File: config.mk
export PLATFORM = sky130hd
export DESIGN_NAME = psoa_logit
export DESIGN_NICKNAME = d
export VERILOG_FILES = /design/src/rtl/psoa_logit.sv
export SDC_FILE = /design/constraint.sdc
export NUM_CORES = 1
export LEC_CHECK = 0
export CORE_AREA = 3 3 140 129
export CTS_BUF_LIST = sky130_fd_sc_hd__clkbuf_2
export DETAILED_ROUTE_END_ITERATION = 8
export DIE_AREA = 0 0 143 132
export PLACE_DENSITY = 0.69
export SETUP_SLACK_MARGIN = 0.3
export SYNTH_ARGS = -nofsm -noshare
export SYNTH_HDL_FRONTEND = slang
export SYNTH_SLANG_ARGS = --single-unit
File: constraint.sdc
create_clock -name clk -period 21.7 [get_ports clk]
set_input_delay 5.425 -clock clk [delete_from_list [all_inputs] [get_ports clk]]
set_output_delay 5.425 -clock clk [all_outputs]
set_load 0.01 [all_outputs]
File: src/rtl/psoa_logit.sv
`default_nettype none
// psoa_logit: inverse sigmoid by MSB-first bisection of |x| against psoa_sigmoid.
// Optional macro PSOA_LOGIT_ROUND_EN adds one extra evaluation that rounds to nearest.

module psoa_logit #(
  parameter int MAG_BITS  = 13,
  parameter int FRAC_BITS = 10,
  parameter int SIG_LAT   = 1
) (
  input  logic        clk,
  input  logic        reset_n,
  input  logic        in_valid,
  output logic        in_ready,
  input  logic [15:0] y_in,
  output logic        out_valid,
  input  logic        out_ready,
  output logic [15:0] x_out,
  output logic        sat
);

  localparam int TW = FRAC_BITS + 1;
  localparam int BW = $clog2(MAG_BITS);
  localparam int WW = $clog2(SIG_LAT + 1);
  localparam logic [TW-1:0]       ONE     = TW'(1 << FRAC_BITS);
  localparam logic [TW-1:0]       HALF    = TW'(1 << (FRAC_BITS - 1));
  localparam logic [MAG_BITS-1:0] MAG_MAX = '1;

  typedef enum logic [2:0] {IDLE, FOLD, DRIVE, WAIT, CMP, DONE} state_t;

  state_t              state_q;
  logic [TW-1:0]       yc_q, t_q;
  logic                neg_q, rnd_q, in_ready_q, out_valid_q, sat_q;
  logic [MAG_BITS-1:0] m_q, c_q, m_d;
  logic [15:0]         fm_q, fm_d, x_out_q;
  logic [BW-1:0]       b_q;
  logic [WW-1:0]       w_q;
  logic [15:0]         f_x, t_ext, d1, d0, x_mag;
  logic                take, round_up, last_cmp, go_round;

  psoa_sigmoid #(.LAT(SIG_LAT)) u_sig (
    .clk    (clk),
    .reset_n(reset_n),
    .x      (16'(c_q)),
    .f_x    (f_x)
  );

  always_comb begin
    t_ext    = 16'(t_q);
    take     = (f_x <= t_ext);
    d1       = (f_x >= t_ext) ? (f_x - t_ext) : (t_ext - f_x);
    d0       = t_ext - fm_q;
    // c_q == m_q marks the dummy evaluation issued when m is already at the limit
    round_up = (c_q != m_q) && (d1 < d0);
    m_d      = m_q;
    fm_d     = fm_q;
    if (state_q == CMP) begin
      if (rnd_q) begin
        if (round_up) begin
          m_d  = c_q;
          fm_d = f_x;
        end
      end else if (take) begin
        m_d  = c_q;
        fm_d = f_x;
      end
    end
    x_mag = 16'(m_d);
`ifdef PSOA_LOGIT_ROUND_EN
    last_cmp = (state_q == CMP) && rnd_q;
    go_round = (state_q == CMP) && !rnd_q && (b_q == '0);
`else
    last_cmp = (state_q == CMP) && (b_q == '0);
    go_round = 1'b0;
`endif
  end

  always_ff @(posedge clk or negedge reset_n) begin
    if (!reset_n) begin
      state_q     <= IDLE;
      yc_q        <= '0;
      t_q         <= '0;
      neg_q       <= 1'b0;
      rnd_q       <= 1'b0;
      m_q         <= '0;
      fm_q        <= '0;
      c_q         <= '0;
      b_q         <= '0;
      w_q         <= '0;
      in_ready_q  <= 1'b0;
      out_valid_q <= 1'b0;
      x_out_q     <= '0;
      sat_q       <= 1'b0;
    end else begin
      m_q  <= m_d;
      fm_q <= fm_d;
      case (state_q)
        IDLE: begin
          in_ready_q <= 1'b1;
          if (in_valid && in_ready_q) begin
            yc_q       <= (y_in > 16'(ONE)) ? ONE : y_in[TW-1:0];
            in_ready_q <= 1'b0;
            state_q    <= FOLD;
          end
        end
        FOLD: begin
          if (yc_q >= HALF) begin
            t_q   <= yc_q;
            neg_q <= 1'b0;
          end else begin
            t_q   <= ONE - yc_q;
            neg_q <= 1'b1;
          end
          m_q     <= '0;
          // sigmoid(0) is one half; the rounding pass needs f(m) even if m stays 0
          fm_q    <= 16'(HALF);
          b_q     <= BW'(MAG_BITS - 1);
          rnd_q   <= 1'b0;
          state_q <= DRIVE;
        end
        DRIVE: begin
          if (rnd_q) c_q <= (m_q == MAG_MAX) ? m_q : m_q + MAG_BITS'(1);
          else       c_q <= m_q | (MAG_BITS'(1) << b_q);
          w_q     <= '0;
          state_q <= WAIT;
        end
        WAIT: begin
          if (w_q == WW'(SIG_LAT - 1)) state_q <= CMP;
          else                         w_q     <= w_q + WW'(1);
        end
        CMP: begin
          if (last_cmp) begin
            out_valid_q <= 1'b1;
            x_out_q     <= neg_q ? (~x_mag + 16'd1) : x_mag;
            sat_q       <= (m_d == MAG_MAX);
            state_q     <= DONE;
          end else if (go_round) begin
            rnd_q   <= 1'b1;
            state_q <= DRIVE;
          end else begin
            b_q     <= b_q - BW'(1);
            state_q <= DRIVE;
          end
        end
        DONE: begin
          if (out_ready) begin
            out_valid_q <= 1'b0;
            in_ready_q  <= 1'b1;
            state_q     <= IDLE;
          end
        end
        default: state_q <= IDLE;
      endcase
    end
  end

  assign in_ready  = in_ready_q;
  assign out_valid = out_valid_q;
  assign x_out     = x_out_q;
  assign sat       = sat_q;

endmodule

// Forward model: 1/(1+e^-x) on Q5.10, linear interpolation between knots every 0.25.
module psoa_sigmoid #(
  parameter int LAT = 1
) (
  input  logic        clk,
  input  logic        reset_n,
  input  logic [15:0] x,
  output logic [15:0] f_x
);

  function automatic logic [10:0] knot(input logic [5:0] k);
    case (k)
      6'd0:  knot = 11'd512;   6'd1:  knot = 11'd576;   6'd2:  knot = 11'd637;
      6'd3:  knot = 11'd695;   6'd4:  knot = 11'd749;   6'd5:  knot = 11'd796;
      6'd6:  knot = 11'd837;   6'd7:  knot = 11'd872;   6'd8:  knot = 11'd902;
      6'd9:  knot = 11'd926;   6'd10: knot = 11'd946;   6'd11: knot = 11'd962;
      6'd12: knot = 11'd975;   6'd13: knot = 11'd986;   6'd14: knot = 11'd994;
      6'd15: knot = 11'd1000;  6'd16: knot = 11'd1006;  6'd17: knot = 11'd1010;
      6'd18: knot = 11'd1013;  6'd19: knot = 11'd1015;  6'd20: knot = 11'd1017;
      6'd21: knot = 11'd1019;  6'd22: knot = 11'd1020;  6'd23: knot = 11'd1021;
      6'd24: knot = 11'd1021;  6'd25: knot = 11'd1022;  6'd26: knot = 11'd1022;
      6'd27: knot = 11'd1023;  6'd28: knot = 11'd1023;  6'd29: knot = 11'd1023;
      6'd30: knot = 11'd1023;  default: knot = 11'd1024;
    endcase
  endfunction

  logic [15:0] mag, f_d;
  logic [12:0] mag_c;
  logic [10:0] lo, hi, pos;
  logic [18:0] prod;
  logic [15:0] pipe_q [LAT];

  always_comb begin
    mag   = x[15] ? (~x + 16'd1) : x;
    mag_c = (mag > 16'd8191) ? 13'd8191 : mag[12:0];
    lo    = knot({1'b0, mag_c[12:8]});
    hi    = knot({1'b0, mag_c[12:8]} + 6'd1);
    prod  = 19'(hi - lo) * 19'(mag_c[7:0]);
    pos   = lo + 11'(prod >> 8);
    f_d   = x[15] ? 16'(11'd1024 - pos) : 16'(pos);
  end

  always_ff @(posedge clk or negedge reset_n) begin
    if (!reset_n) begin
      for (int i = 0; i < LAT; i++) pipe_q[i] <= '0;
    end else begin
      pipe_q[0] <= f_d;
      for (int i = 1; i < LAT; i++) pipe_q[i] <= pipe_q[i-1];
    end
  end

  assign f_x = pipe_q[LAT-1];

endmodule
`default_nettype wire

==> flow_metrics.tcl, run 1 <==
set metrics [dict create \
    grt_max_degree 70 \
    tightest_slew_ns 1.010 \
    ys_warn_count 0 \
    hp-class "register to register" \
    cts_resized 0 \
    final_common_cell "inv_1" \
    vias 7147 \
    cts_tree "yes" \
    gp_congestion 0.9454 \
    grt_pass1_vias 6890 \
    final_cell_mix "inv_1, nand2_1, dfrtp_1" \
    postSynth.asyncResetShare 1.000 \
    stdcell_count 1280 \
    grt_usage 0.2241 \
    synth_edf_count 0 \
    hold_viol 0 \
    post_drt_wl_per_cell_um 15.73 \
    status "finished, final reports clean" \
    clockBufferDepth 2 \
    worstSetupPathType "register to register" \
    ctsHoldBuffers 0 \
    critPathRequiredTime_ns 22.20 \
    maxCapViolCount 0 \
    diodes 0 \
    vias_per_cell 5.584 \
    cp_max_fo 22 \
    setup_viol 0 \
    syn-cell-area_um2 9135 \
    cts_sinks 86 \
    syn-num-nets 1228 \
    syn_avg_cell_area_um2 8.626 \
    h-tree-depth 3 \
    routed_wl_um 20140 \
    ys_seq_area_frac 0.2356 \
    num_rows 45 \
    cp-end-kind "register" \
    cts_buffers 9 \
    fin_crit_sh 0.4718 \
    finalMaxSlewViolations 0 \
    synthCells 1059 \
    grt-ovfl-total 0 \
    grt_pass1_wl_um 34780 \
    crit_arrival_ns 10.74 \
    drcViolationCount 0 \
    crit_path_max_incr_delay_ns 0.81 \
    num_io_pins 39 \
    layout.nets 1233 \
    die_h_um 132 \
    coreArea_um2 16720 \
    first_pass_iters 7 \
    die_w_um 143 \
    nFillCells 1524 \
    cp-start-kind "register" \
    placedCellCount 1264 \
    fin_ws_ns 11.46 \
    critPathSlowestCell "dfrtp_1" \
    fmax_mhz 97.67 \
    dpl.hpwl_um 15830 \
    rsz0062_at_grt "no" \
    die_area_um2 18880 \
    io_buffers 38 \
    post_cts.repair.setup_buffers 0 \
    drive_above_1_share 0.03742 \
    antenna_found_initial 0 \
    max_slew_margin 0.3251 \
    ys_dominant_reg_cell "dfrtp_1" \
    skew_ns 0.01778 \
    yosysUniqueCellTypes 63 \
    synth_seq_cells 86 \
    period_minus_slack_ns 10.24 \
    syn2layout_area_growth_pct 6.725 \
    drt_first_iter_violations 586 \
    dp_slack_ns 11.57 \
    clk_pin_slew_worst_paths_ns 0.25 \
    antenna_left 0 \
    setup_tns_ns 0 \
    clk_latency_ns 0.55 \
    ff2ff_setup_slack_ns 11.46 \
    initial_utilization 0.5463 \
    hold_ws_ns 0.5079 \
    cts_root_buffer "clkbuf_2" \
]
[synth_stat cells, types with 12 or more instances]
master | number | area share
nor2_1 | 67 | 0.028
nand3_1 | 18 | 0.0099
nor3_1 | 16 | 0.0088
xnor2_1 | 47 | 0.045
nand2_1 | 98 | 0.040
inv_1 | 146 | 0.060
clkbuf_1 | 41 | 0.017
dfrtp_1 | 86 | 0.24
fa_1 | 76 | 0.17
a21oi_1 | 62 | 0.034
o21ai_0 | 57 | 0.031
nor2b_1 | 17 | 0.012
and2_1 | 61 | 0.042
mux2i_1 | 23 | 0.025
xor2_1 | 16 | 0.015
a31oi_1 | 12 | 0.0082
ha_1 | 73 | 0.10
[through the flow]
stage,utilization,cell area (µm²)
final,0.5830,9749
after detailed placement,0.5742,9602
after CTS,0.5830,9749
after global placement,0.5742,9602
after floorplan,-,9135
after global routing,0.5830,9749
[final timing paths]
kind,startpoint,cells past startpoint,endpoint
hold / removal,x_out[15]$_DFFE_PN0P_,1,x_out[15]$_DFFE_PN0P_
max in group asynchronous,reset_n,2,yc_q[7]$_DFFE_PN0P_
setup reg to reg,c_q[9]$_DFFE_PN0P_,38,u_sig.f_x[10]$_DFF_PN0_
setup / recovery,c_q[9]$_DFFE_PN0P_,38,u_sig.f_x[10]$_DFF_PN0_
min in group asynchronous,reset_n,1,m_q[4]$_DFF_PN0_
hold reg to reg,x_out[15]$_DFFE_PN0P_,1,x_out[15]$_DFFE_PN0P_
[worst max-delay path: cells and delay by family (launching register included)]
| family | cells | cell delay [ns] |
|---|---|---|
| flip-flops | 1 | 0.81 |
| AND/OR/NAND/NOR | 4 | 0.51 |
| buffers and inverters | 4 | 0.30 |
| XOR/XNOR | 5 | 1.08 |
| adder cells (fa/ha/maj) | 10 | 4.42 |
| AO/OA/AOI/OAI | 15 | 3.11 |
[cell type report]
cell class                 count  area [µm²]  area share
multi-input combinational    778        6222      0.6382
sequential                    86        2152      0.2207
inverter                     146       548.0     0.05621
timing repair buffer          43       415.4     0.04261
tap                          211       264.0     0.02708
clock inverter                 7       102.6     0.01052
clock buffer                   9       45.04    0.004620
[per-layer routing]
metal / vias to the layer above / global-route usage / part of all wire
met1: 3478 / 0.3495 / 0.49
met4: 0 / 0.03485 / 0.014
met2: 148 / 0.3356 / 0.45
li1: 3496 / - / -
met5: - / 0 / 0
met3: 25 / 0.03555 / 0.049
[state kept, by name, indices dropped and copies added, names as in the netlist]
signal	count
yc_q	11
x_out	16
sat	1
t_q	11
b_q	4
state_q	3
in_ready	1
c_q	13
neg_q	1
out_valid	1
m_q	13
u_sig.f_x	11
[cells by family after synthesis]
family                     synth area share
buffers and inverters               0.08382
xor gates and xnor gates            0.06040
and+or+nand+nor                      0.1734
adders and majority gates            0.2665
AOI/OAI and AO/OA                    0.1489
muxes                               0.03137
DFF                                  0.2356
Power of run 1 is not shown: default switching activity piles up to over one toggle a cycle in this logic, so the estimate is an artifact.
==> inputs of run 2 (changes only) <==
- PLACE_DENSITY: 0.69 -> 0.72
- clock period: 21.7 -> 9.3 ns (I/O delays scaled with it)
==> run 2 against run 1 <==
  * Global-route usage rose by 0.74 points
  * Fmax is 19% higher
  * Final cell count increased by 2.6%
  * Clock-buffer cell count did not move
  * Core utilization is 2.5 points higher
  * Highest routed layer unchanged
==> flow_metrics.tcl, run 2 (synthesized netlist as in run 1, its figures left out) <==
set metrics [dict create \
    status "finished, final reports clean" \
    io_buffers 38 \
    largest_reg_flops 16 \
    gp_congestion 0.9522 \
    skew_ns 0.04468 \
    critPathSlowestCell "fa_1" \
    grt_busiest_layer "met1" \
    critPathRequiredTime_ns 9.85 \
    layout.nets 1266 \
    antenna_left 0 \
    drive_above_1_share 0.09619 \
    hold_viol 0 \
    max_slew_margin 0.3283 \
    final_common_cell "inv_1" \
    num_io_pins 39 \
    grtUsageMet2 0.3486 \
    cp-end-kind "register" \
    worstSetupPathType "register to register" \
    final_cell_mix "inv_1, nand2_1, dfrtp_1" \
    grt_usage 0.2315 \
    h-tree-depth 3 \
    cts_root_buffer "clkbuf_2" \
    diodes 0 \
    num_rows 45 \
    die_h_um 132 \
    cts_tree "yes" \
    antenna_found_initial 0 \
    crit_buf_inv 8 \
    crit_arrival_ns 9.14 \
    fin_ws_ns 0.7099 \
    finalMaxSlewViolations 0 \
    clk_pin_slew_worst_paths_ns 0.28 \
    tightest_slew_ns 1.005 \
    cp-start-kind "register" \
    maxCapViolCount 0 \
    rsz0062_at_grt "no" \
    use_met1 0.3573 \
    crit_path_max_incr_delay_ns 0.55 \
    fmax_mhz 116.4 \
    coreArea_um2 16720 \
    clockBufferDepth 2 \
    grt_pass1_wl_um 35940 \
    die_w_um 143 \
    crit_family "adder cells" \
    cp_max_fo 11 \
    initial_utilization 0.5463 \
    cts_buffers 9 \
    setup_tns_ns 0 \
    vias_per_cell 5.661 \
    cts_sinks 86 \
    hp-class "register to register" \
    grt-ovfl-total 0 \
    clk_latency_ns 0.59 \
    die_area_um2 18880 \
    vias 7433 \
    grtUsageMet3 0.03663 \
    period_minus_slack_ns 8.590 \
    cp_common_cell "fa_1" \
    drt_first_iter_violations 598 \
    dpl.hpwl_um 16310 \
    grt_pass1_vias 7217 \
    ctsHoldBuffers 0 \
    routed_wl_um 21080 \
    fin_crit_sh 0.9237 \
    drcViolationCount 0 \
    syn2layout_area_growth_pct 11.23 \
    grt_max_degree 65 \
    dp_slack_ns 0.1192 \
    post_drt_wl_per_cell_um 16.05 \
    first_pass_iters 5 \
    setup_viol 0 \
]
[run 2: changes by cell type in the layout (fill, tap and decap cells not counted), moves of 3 or more]
cell,delta
a21oi_1,-5
a21oi_2,+5
buf_4,+30
ha_1,-8
ha_2,+5
ha_4,+3
inv_1,-3
o21ai_0,-4
o21ai_1,+3
xnor2_1,-5
xnor2_2,+3
[run 2: final timing paths]
kind | startpoint | to | slack [ns] | cells past startpoint
max in group asynchronous | reset_n | c_q[11]$_DFFE_PN0P_ | 6.60 | 2
setup reg to reg | c_q[8]$_DFFE_PN0P_ | u_sig.f_x[10]$_DFF_PN0_ | 0.71 | 40
setup / recovery | c_q[8]$_DFFE_PN0P_ | u_sig.f_x[10]$_DFF_PN0_ | 0.71 | 40
hold reg to reg | t_q[3]$_DFFE_PN0P_ | t_q[3]$_DFFE_PN0P_ | 0.52 | 2
min in group asynchronous | reset_n | x_out[5]$_DFFE_PN0P_ | 1.58 | 1
hold / removal | t_q[3]$_DFFE_PN0P_ | t_q[3]$_DFFE_PN0P_ | 0.52 | 2
[run 2: stage by stage]
stage / hold WS [ns] / instances / util / instance area, µm²
2_1_floorplan: 0.4498 / 1059 / - / 9136
3_3_place_gp: 0.4604 / 1282 / 0.5823 / 9737
3_5_place_dp: 0.4709 / 1282 / 0.5823 / 9737
4_1_cts: 0.5220 / 1298 / 0.5905 / 9874
5_1_grt: 0.5398 / 1313 / 0.6076 / 10160
6_report: 0.5179 / 1313 / 0.6076 / 10160
[run 2: repair_timing]
item,in CTS,in global routing
cloned,0,0
pin swaps,0,11
gates resized for setup,7,37
setup endpoints to repair,1,3
buffers inserted,0,15
[run 2: worst register-to-register path, delay by kind of cell, from the launching register on]
family | cells | cell delay (ns)
xor gates and xnor gates | 5 | 0.82
adders and majority gates | 8 | 3.33
DFF | 1 | 0.47
and+or+nand+nor | 6 | 0.76
buffers and inverters | 8 | 0.90
AOI/OAI and AO/OA | 13 | 2.31
[run 2: routing by layer]
layer / wire length, µm / vias up
met5: 0 / -
met4: 223 / 0
met3: 1055 / 18
met2: 9677 / 202
met1: 10120 / 3641
li1: - / 3572
[run 2: layout make-up]
class | instances | area, µm²
fillers | 1523 | 6561
clock inverters | 7 | 63.81
multi-input cells | 778 | 6414
flip-flops and latches | 86 | 2155
clock buffers | 9 | 45.04
well taps | 211 | 264.0
inverters | 146 | 551.8
repair buffers | 76 | 668.1
Power of run 2 is left out for the same reason.
